==> src/rtl/inst_fetch_queue_pkg.sv <==
// inst_fetch_queue_pkg: shared widths, fetch FSM encoding and PC helpers for the fetch queue
// Ports: none (package only).
package inst_fetch_queue_pkg;
  localparam int WORD_W  = 32;
  localparam int INST_W  = 32;
  localparam int ENTRY_W = INST_W + WORD_W;
  // REQ: may issue, WAIT: one read outstanding, DROP: outstanding read must be discarded
  localparam logic [1:0] ST_REQ  = 2'd0;
  localparam logic [1:0] ST_WAIT = 2'd1;
  localparam logic [1:0] ST_DROP = 2'd2;
  localparam logic [WORD_W-1:0] PC_INC = 32'd4;
  typedef struct packed {
    logic [INST_W-1:0] inst;
    logic [WORD_W-1:0] pc_plus4;
  } fetch_entry_t;
  function automatic logic [WORD_W-1:0] word_align(input logic [WORD_W-1:0] a);
    return a & ~32'd3;
  endfunction
endpackage

==> src/rtl/ifq_fifo.sv <==
// ifq_fifo: DEPTH-entry FIFO with flush, occupancy count and combinational head read
// Ports: clk/rst (async active-low), flush clears pointers and count, push/push_data write,
//        pop removes head (ignored when empty), empty, count, head (holds last shown entry when empty).
module ifq_fifo #(
  parameter int DEPTH = 4,
  parameter int W     = 64
) (
  input  logic                     clk,
  input  logic                     rst,
  input  logic                     flush,
  input  logic                     push,
  input  logic [W-1:0]             push_data,
  input  logic                     pop,
  output logic                     empty,
  output logic [$clog2(DEPTH):0]   count,
  output logic [W-1:0]             head
);
  localparam int AW = $clog2(DEPTH);
  logic [W-1:0]  mem [DEPTH];
  logic [AW-1:0] wr_ptr, rd_ptr;
  logic [W-1:0]  hold;
  logic          do_push, do_pop;
  assign empty   = count == '0;
  assign do_push = push && count != (AW+1)'(DEPTH);
  assign do_pop  = pop && !empty;
  // Once the queue drains the outputs keep showing the last entry that was at the head
  assign head    = empty ? hold : mem[rd_ptr];
  always_ff @(posedge clk or negedge rst) begin
    if (!rst) begin
      wr_ptr <= '0;
      rd_ptr <= '0;
      count  <= '0;
      hold   <= '0;
      for (int i = 0; i < DEPTH; i++) mem[i] <= '0;
    end else begin
      if (!empty) hold <= mem[rd_ptr];
      if (flush) begin
        wr_ptr <= '0;
        rd_ptr <= '0;
        count  <= '0;
      end else begin
        if (do_push) begin
          mem[wr_ptr] <= push_data;
          wr_ptr      <= wr_ptr + AW'(1);
        end
        if (do_pop) rd_ptr <= rd_ptr + AW'(1);
        count <= count + (AW+1)'(do_push) - (AW+1)'(do_pop);
      end
    end
  end
endmodule

==> src/rtl/inst_fetch_queue.sv <==
// inst_fetch_queue: fetch stage issuing single-outstanding I-cache reads into a PC+4-tagged FIFO
// Ports: clk, rst (async active-low), icache_rd_en/icache_addr request, icache_data/icache_valid response,
//        redirect/redirect_addr flush and refetch, rd_en pop, empty/inst_out/pc_plus4_out head view.
module inst_fetch_queue
  import inst_fetch_queue_pkg::*;
#(
  parameter int                DEPTH    = 4,
  parameter logic [WORD_W-1:0] RESET_PC = 32'h0000_0000
) (
  input  logic              clk,
  input  logic              rst,
  output logic              icache_rd_en,
  output logic [WORD_W-1:0] icache_addr,
  input  logic [INST_W-1:0] icache_data,
  input  logic              icache_valid,
  input  logic              redirect,
  input  logic [WORD_W-1:0] redirect_addr,
  input  logic              rd_en,
  output logic              empty,
  output logic [INST_W-1:0] inst_out,
  output logic [WORD_W-1:0] pc_plus4_out
);
  localparam int AW = $clog2(DEPTH);
  logic [1:0]        state, state_next;
  logic [WORD_W-1:0] pc, req_addr;
  logic [AW:0]       count;
  logic              push;
  fetch_entry_t      head, push_entry;
  // Space is reserved when the request goes out, so a later push can never overflow
  assign icache_rd_en = rst && state == ST_REQ && count < (AW+1)'(DEPTH) && !redirect;
  assign icache_addr  = pc;
  assign push         = state == ST_WAIT && icache_valid && !redirect;
  assign push_entry   = '{inst: icache_data, pc_plus4: req_addr + PC_INC};
  assign inst_out     = head.inst;
  assign pc_plus4_out = head.pc_plus4;
  // A response arriving with or after a redirect always retires the outstanding read
  always_comb begin
    state_next = state == ST_REQ  ? (icache_rd_en ? ST_WAIT : ST_REQ) :
                 state == ST_WAIT ? (icache_valid ? ST_REQ : (redirect ? ST_DROP : ST_WAIT)) :
                 state == ST_DROP ? (icache_valid ? ST_REQ : ST_DROP) : ST_REQ;
  end
  always_ff @(posedge clk or negedge rst) begin
    if (!rst) begin
      state    <= ST_REQ;
      pc       <= RESET_PC;
      req_addr <= RESET_PC;
    end else begin
      state <= state_next;
      pc    <= redirect ? word_align(redirect_addr) : icache_rd_en ? pc + PC_INC : pc;
      if (icache_rd_en) req_addr <= pc;
    end
  end
  ifq_fifo #(.DEPTH(DEPTH), .W(ENTRY_W)) u_fifo (
    .clk       (clk),
    .rst       (rst),
    .flush     (redirect),
    .push      (push),
    .push_data (push_entry),
    .pop       (rd_en && !redirect),
    .empty     (empty),
    .count     (count),
    .head      (head)
  );
endmodule

==> config.mk <==
export PLATFORM = sky130hd
export DESIGN_NAME = inst_fetch_queue
export DESIGN_NICKNAME = d
export VERILOG_FILES = /design/src/rtl/inst_fetch_queue_pkg.sv /design/src/rtl/ifq_fifo.sv /design/src/rtl/inst_fetch_queue.sv
export SDC_FILE = /design/constraint.sdc
export NUM_CORES = 1
export LEC_CHECK = 0
export BUFFER_PORTS_ARGS = -buffer_cell sky130_fd_sc_hd__buf_4
export CELL_PAD_IN_SITES_DETAIL_PLACEMENT = 0
export CELL_PAD_IN_SITES_GLOBAL_PLACEMENT = 1
export CORE_MARGIN = 2
export CORE_UTILIZATION = 50
export CTS_CLUSTER_SIZE = 30
export DETAILED_ROUTE_END_ITERATION = 10
export GPL_TIMING_DRIVEN = 0
export PLACE_DENSITY_LB_ADDON = 0.1
export SLEW_MARGIN = 20
export SYNTH_ARGS = -nofsm -noshare
export SYNTH_HDL_FRONTEND = slang
export SYNTH_SLANG_ARGS = --single-unit
==> constraint.sdc <==
create_clock -name clk -period 4.5 [get_ports clk]
set_clock_uncertainty 0.1 [all_clocks]
set_input_delay 0.9 -clock clk [delete_from_list [all_inputs] [get_ports clk]]
set_output_delay 0.9 -clock clk [all_outputs]
set_load 0.02 [all_outputs]
==> impl_results.md, run 1 <==
- WS Path Type: flop to output pin
- CP arrival: 3.20 ns
- Post-layout minimum cycle time: ~4.2 ns
- IO Count: 167
- Largest net degree at the start of global routing: 99
- Cell area after placement: 19280 um^2
- Syn Area/Cell: 9.735 um^2
- Ys async rst share: 100.0%
- R2R cell count: 8
- Post-route insts no fill: approximately 2500
- Port buffer count: between 150 and 200
- Clk sinks: 381
- Global-route wire length before repair: around 76000 um
- Max transition margin: 34.85%
- Initial drt markers: slightly below 1000
- CP most frequent cell: nand2_1
- Slowest CP cell: buf_1
- Pleak: 9.854 nW
- FF+latch count, synth: 381
- Post-synth EDFFs: 0
- Max Clk Rate: approximately 240 MHz
- Gate power share: 33.2%
- Later-pin clock latency in the skew report: 0.54 ns
- TritonCTS Buffers: 43
- Endpoints failing setup: 0
- VDD IR max: 0.4006 mV
- Place WS: -0.2152 ns
- Unrepaired setup endpoints after global routing: false
- CP Launch Type: flop
- Final core utilization: 60.32%
- Slew at the pin with the worst max-slew slack: 0.9637 ns
- Final Max Slew Viols: 0
- Floorplan core area: ~34000 um^2
- Initial core utilization: 50.55%
- Cell-internal power: 8.026 mW
- Area grow syn2layout: 19.33%
- Vias per std cell: 5.616
- Sequential fraction of the synthesis area: a little over half
- Crit path largest cell delay: 0.75 ns
- Dpl hpwl: 32180 um
- Setup bufs post-CTS: 0
- Area of the mapped netlist: 17380 um^2
- Crit-path cells: clkbuf_1 -> buf_1 -> mux4_2 -> nand2_1 -> nand2_1 -> buf_4
- ANT nets after route: 0
- Setup ws final: 0.2962 ns
- Number of global-route vias before repair: 13520
- CP endpoint kind: output pin
- Fin. Hold Viols: 0
- Clock share of power: 28.6%
- Critical R2R Launch: u_fifo.count[1]
- Share of layout cells above drive strength 1: ~17%
- Reg-to-reg slack, setup: 1.00 ns
- Die area: 36260 um^2
- ANT cells: 0
- Placed Cells incl. Taps: ~2400
- Sw Pwr: between 4 and 5 mW
- Commonest non-fill, non-tap cell in the layout: nand2_1
- Wire per inst: 19.03 um
- Crit Reg-Reg Endpoint: u_fifo.mem[60]
- CTS tree: done
- GRT Util Overall: 26.61%
- Routed wire length: 47230 um
- Routability Congestion: 0.8281
- Yosys warns: 0
- Switching Fraction: 34.87%
- Total grt overflow: 0
- Nets: 2076
- Power per cell area: 594.3 nW/um^2
- Library cells used by synthesis: 40
- Commonest cells after routing, fill and taps aside: nand2_1, dfrtp_1, buf_4
- Post-route cell area: just over 20000 um^2
- Max FO, Critical Path: 10
- Initial antenna violation count: 0
- Max cap viols: 0
- Max clock buf depth: 3
- Worst Hold Class: primary input to async pin
- DR vias: 13940
- Crit. Startpoint: u_fifo.rd_ptr[0]
- FP Rows: just under 70
- Worst EP required: ~3.5 ns
- First-pass DRT Iterations: 5
- Sequential Power Share: 38.2%
- Die Width: ~190 um
- Status: complete, no violations
- Drc violations: 0
- Ys flop type: dfrtp_1
- Die Y: 190.4 um
- Clk root buf: clkbuf_16
- Reg clk slew, reported paths: 0.06 ns
- Fin crit share: 93.42%
- Cells after synthesis: 1785
- CTS H-tree lvls: 2
-- area by class of cell --
class | instances | area, um^2
Buffer | 133 | 529.3
Clock buffer | 64 | 1287
Clock inverter | 10 | 130.1
Fill cell | 3019 | 13640
Inverter | 11 | 41.29
Multi-Input combinational cell | 1261 | 7279
Sequential cell | 381 | 9534
Tap cell | 455 | 569.3
Timing Repair Buffer | 167 | 1364
-- flip-flops by register name, indices dropped and copies added, names as in the netlist --
register and cells:
icache_addr 30, req_addr 30, state 2, u_fifo.count 3
u_fifo.hold 64, u_fifo.mem 248, u_fifo.rd_ptr 2, u_fifo.wr_ptr 2
-- per-stage QoR --
| stage | hold slack, ns | TNS (ns) | power, mW |
|---|---|---|---|
| floorplan | 0.3403 | 0 | 7.257 |
| finish | 0.1928 | 0 | 12.32 |
| CTS | 0.2145 | 0 | 12.41 |
| global placement | 0.3496 | -629.62 | 8.761 |
| detailed placement | 0.3567 | -0.2152 | 8.870 |
| global route | 0.2107 | 0 | 13.03 |
-- repair_timing --
action                                  CTS  global route
hold buffers                              0             0
gates cloned                              0             1
gates resized for setup                   2             4
endpoints found under the setup margin    1            11
-- per-layer routing --
metal  track usage [%]  wire [um]  vias to the layer above
li1                  -          -                     6531
met1             37.77      21030                     6884
met4             7.871       1203                        0
met5                 0          0                        -
met2             43.20      22490                      447
met3             3.386       2500                       76
-- power by group through the flow --
stage               registers [mW]  clock network (mW)  logic, mW
floorplan                     4.64                   0       2.62
global placement              4.72                   0       4.04
detailed placement            4.75                   0       4.12
CTS                           4.70                3.58       4.13
global route                  4.81                3.73       4.49
finish                        4.71                3.52       4.09
-- synth_stat cells (all sizes together) (3+ instances only) --
library cell | number | area share [%]
mux2i | 3 | 0.17
mux2 | 29 | 1.9
nor3 | 3 | 0.086
nand2 | 707 | 15
o31ai | 17 | 0.73
nor2 | 55 | 1.2
o21ai | 73 | 2.1
xnor2 | 9 | 0.45
nand4 | 22 | 0.79
and3 | 13 | 0.47
o211ai | 36 | 1.6
xor2 | 16 | 0.81
and2 | 4 | 0.14
dfrtp | 381 | 55
inv | 11 | 0.24
and4 | 6 | 0.30
or3 | 13 | 0.47
buf | 26 | 0.71
nand3 | 60 | 1.7
ha | 8 | 0.58
a31oi | 48 | 1.7
or4 | 62 | 2.7
clkbuf | 107 | 2.3
mux4 | 62 | 8.0
-- cells by family after synthesis --
| logic type | after synthesis | synth area share (%) |
|---|---|---|
| and+or+nand+nor | 955 | 23.63 |
| DFF | 381 | 54.87 |
| AOI/OAI and AO/OA | 176 | 6.178 |
| buffers and inverters | 144 | 3.262 |
| muxes | 94 | 10.09 |
| xor gates and xnor gates | 25 | 1.260 |
| adders and majority gates | 9 | 0.6913 |
| other | 1 | 0.02158 |
-- worst max-delay path by stage --
stage,depth (start not counted),endpoint
3_5_place_dp,7,icache_rd_en
4_1_cts,6,pc_plus4_out[20]
6_report,6,pc_plus4_out[12]
3_3_place_gp,6,icache_rd_en
2_1_floorplan,4,icache_rd_en
5_1_grt,6,inst_out[2]
-- worst max-delay path: cells and delay by family, from the launching register on --
| family | cells | cell delay (ns) |
|---|---|---|
| mux | 1 | 0.62 |
| simple gates | 2 | 0.19 |
| buf+inv | 3 | 1.54 |
| flops | 1 | 0.33 |
(Power assumes the default switching activity.)
==> inputs of run 2 (changes only) <==
- CORE_UTILIZATION: 50 -> 52
- CTS_BUF_LIST: not set -> sky130_fd_sc_hd__clkbuf_4
==> run 2 against run 1 <==
Flip-flop and latch count is the same; global-route usage is 1.1 points higher; sequential share of layout area up 0.43 points; die area decreased by 3.8%; design area decreased by 0.93%; utilization increased by 2.5 points; worst hold slack got worse by 0.13 ns; sequential power hardly changed; highest routed layer unchanged; via count up 2.6%; critical endpoint is now inst_out[6].
==> impl_results.md, run 2 (synthesized netlist as in run 1, its figures left out) <==
- Status: complete, no violations (unchanged)
- Final Max Slew Viols: 0 (unchanged)
- Sequential Power Share: 40.3% (was 38.2%)
- Place WS: 0.1250 ns (was -0.2152 ns)
- Power per cell area: 571.0 nW/um^2 (was 594.3 nW/um^2)
- Final core utilization: 62.82% (was 60.32%)
- FP Rows: 66 (was 68)
- ANT nets after route: 0 (unchanged)
- Setup ws final: 0.2362 ns (was 0.2962 ns)
- Vias per std cell: 5.572 (was 5.616)
- Post-layout minimum cycle time: 4.264 ns (was 4.204 ns)
- Multi-input gate area: 7279 um^2 (unchanged)
- DR WL met2: 22420 um (was 22490 um)
- Max FO, Critical Path: 10 (unchanged)
- TritonCTS Buffers: 99 (was 43)
- Initial core utilization: 53.14% (was 50.55%)
- Unrepaired setup endpoints after global routing: false (unchanged)
- First-pass DRT Iterations: 5 (unchanged)
- Max Clk Rate: 234.5 MHz (was 237.9 MHz)
- Later-pin clock latency in the skew report: 0.77 ns (was 0.54 ns)
- Cell-internal power: 7.433 mW (was 8.026 mW)
- Biggest regs: u_fifo.mem x248, u_fifo.hold x64 (unchanged)
- Worst EP required: 3.50 ns (about the same)
- GRT Util Overall: 27.73% (was 26.61%)
- Largest net degree at the start of global routing: 97 (was 99)
- Share of layout cells above drive strength 1: 19.83% (was 16.58%)
- Clock share of power: 25.1% (was 28.6%)
- Worst Hold Class: primary input to async pin (unchanged)
- Fin. Hold Viols: 0 (unchanged)
- CTS tree: done (unchanged)
- Total grt overflow: 0 (unchanged)
- Area grow syn2layout: 18.22% (was 19.33%)
- CTS H-tree lvls: 3 (was 2)
- Nets: 2131 (was 2076)
- VDD IR max: 0.2400 mV (was 0.4006 mV)
- CP endpoint kind: output pin (unchanged)
- Power consumption: 11.73 mW (was 12.32 mW)
- Die area: 34890 um^2 (was 36260 um^2)
- Max reg flops: 248 (unchanged)
- Max cap viols: 0 (unchanged)
- Routed wire length: 47020 um (was 47230 um)
- Post-route cell area: 20540 um^2 (was 20730 um^2)
- WL met3: 2884 um (was 2500 um)
- Switching Fraction: 36.63% (was 34.87%)
- Initial antenna violation count: 1 (was 0)
- Die Y: 186.8 um (was 190.4 um)
- Commonest cells after routing, fill and taps aside: nand2_1, dfrtp_1, buf_4 (unchanged)
- WS Path Type: flop to output pin (unchanged)
- Number of global-route vias before repair: 14460 (was 13520)
- Pleak: 9.887 nW (was 9.854 nW)
- Gate power share: 34.6% (was 33.2%)
- IO Count: 167 (unchanged)
- Drc violations: 0 (unchanged)
- # fillers: 2907 (was 3019)
- Clk root buf: clkbuf_4 (was clkbuf_16)
- Slew at the pin with the worst max-slew slack: 1.010 ns (was 0.9637 ns)
- Largest register by flop count: u_fifo.mem (unchanged)
- Floorplan core area: 32700 um^2 (was 34370 um^2)
- Wire per inst: 18.32 um (was 19.03 um)
- Clk sinks: 381 (unchanged)
- Die Width: 186.8 um (was 190.4 um)
- Sw Pwr: 4.297 mW (was 4.296 mW)
- CP arrival: 3.26 ns (was 3.20 ns)
- Reg clk slew, reported paths: 0.06 ns (about the same)
- CP Launch Type: flop (unchanged)
- Routability Congestion: 0.8617 (was 0.8281)
- Port buffer count: 162 (unchanged)
- Max layer used: met4 (unchanged)
- Initial drt markers: 1010 (was 968)
- Global-route wire length before repair: 76880 um (was 75600 um)
- Cell area after placement: 19270 um^2 (was 19280 um^2)
- Commonest non-fill, non-tap cell in the layout: nand2_1 (unchanged)
- Max clock buf depth: 3 (unchanged)
- Fin crit share: 94.75% (was 93.42%)
- Max transition margin: 31.74% (was 34.85%)
- Hold Slack: 0.06356 ns (was 0.1928 ns)
- Endpoints failing setup: 0 (unchanged)
- Metal-1 WL: 20580 um (was 21030 um)
- DR vias: 14300 (was 13940)
- Storage cell area: 9534 um^2 (unchanged)
- Dpl hpwl: 31660 um (was 32180 um)
-- run 2: changes by cell type in the layout (fill, tap and decap cells not counted), sizes merged --
cell	delta
clkbuf	+72
clkinv	+20
clkdlybuf4s15	+6
buf	-4
inv	+4
clkinvlp	-2
bufinv	-1
diode	+1
dlygate4sd3	+1
-- run 2: path summary, 6_finish.rpt --
kind	start	to	slack, ns	depth (start not counted)
setup / recovery	u_fifo.count[2]	inst_out[6]	0.24	7
hold / removal	rst	u_fifo.mem[253]	0.06	2
setup reg to reg	u_fifo.count[1]	u_fifo.mem[52]	1.06	8
hold reg to reg	u_fifo.hold[60]	u_fifo.hold[60]	0.36	2
max in group asynchronous	rst	u_fifo.mem[204]	2.89	2
min in group clk	icache_valid	state[1]	0.19	2
-- run 2: layout make-up --
class | count | share of cell area (%)
buffer | 132 | 2.759
antenna | 1 | 0.01218
timing repair buffer | 167 | 6.542
clock inverter | 31 | 0.8284
tap | 442 | 2.692
sequential | 381 | 46.41
clock buffer | 140 | 5.116
inverter | 11 | 0.2010
multi-input combinational | 1261 | 35.44
-- run 2: per-layer routing --
layer  vias up  track usage (%)
met1      6988            37.96
met2       505            44.45
met4         0            10.68
met3        93            4.965
met5         -                0
li1       6712                -
-- run 2: timing repair --
action,in CTS,in global routing
hold endpoints to repair,20,0
resized for setup,12,0
setup endpoints to repair,42,5
hold buffers,1,0
setup buffers,0,0
-- run 2: through the flow --
step | TNS, ns | std cells
floorplan | 0 | 1786
global placement | -606.07 | 2390
detailed placement | 0 | 2394
CTS | 0 | 2566
global route | 0 | 2566
finish | 0 | 2566
-- run 2: worst max-delay path, stage by stage, from the launching register on --
cell	delay [ns]
dfrtp_1	0.43
or3_1	0.48
inv_1	0.10
clkbuf_1	0.60
clkbuf_1	0.49
nand2_1	0.11
nand2_1	0.11
buf_4	0.15
-- run 2: power groups by stage --
stage	Combinational (mW)	Sequential, mW	Clock, mW
6_report	4.06	4.72	2.95
5_1_grt	4.47	4.82	3.20
4_1_cts	4.12	4.69	3.01
3_5_place_dp	4.09	4.75	0
3_3_place_gp	4.01	4.72	0
2_1_floorplan	2.62	4.64	0
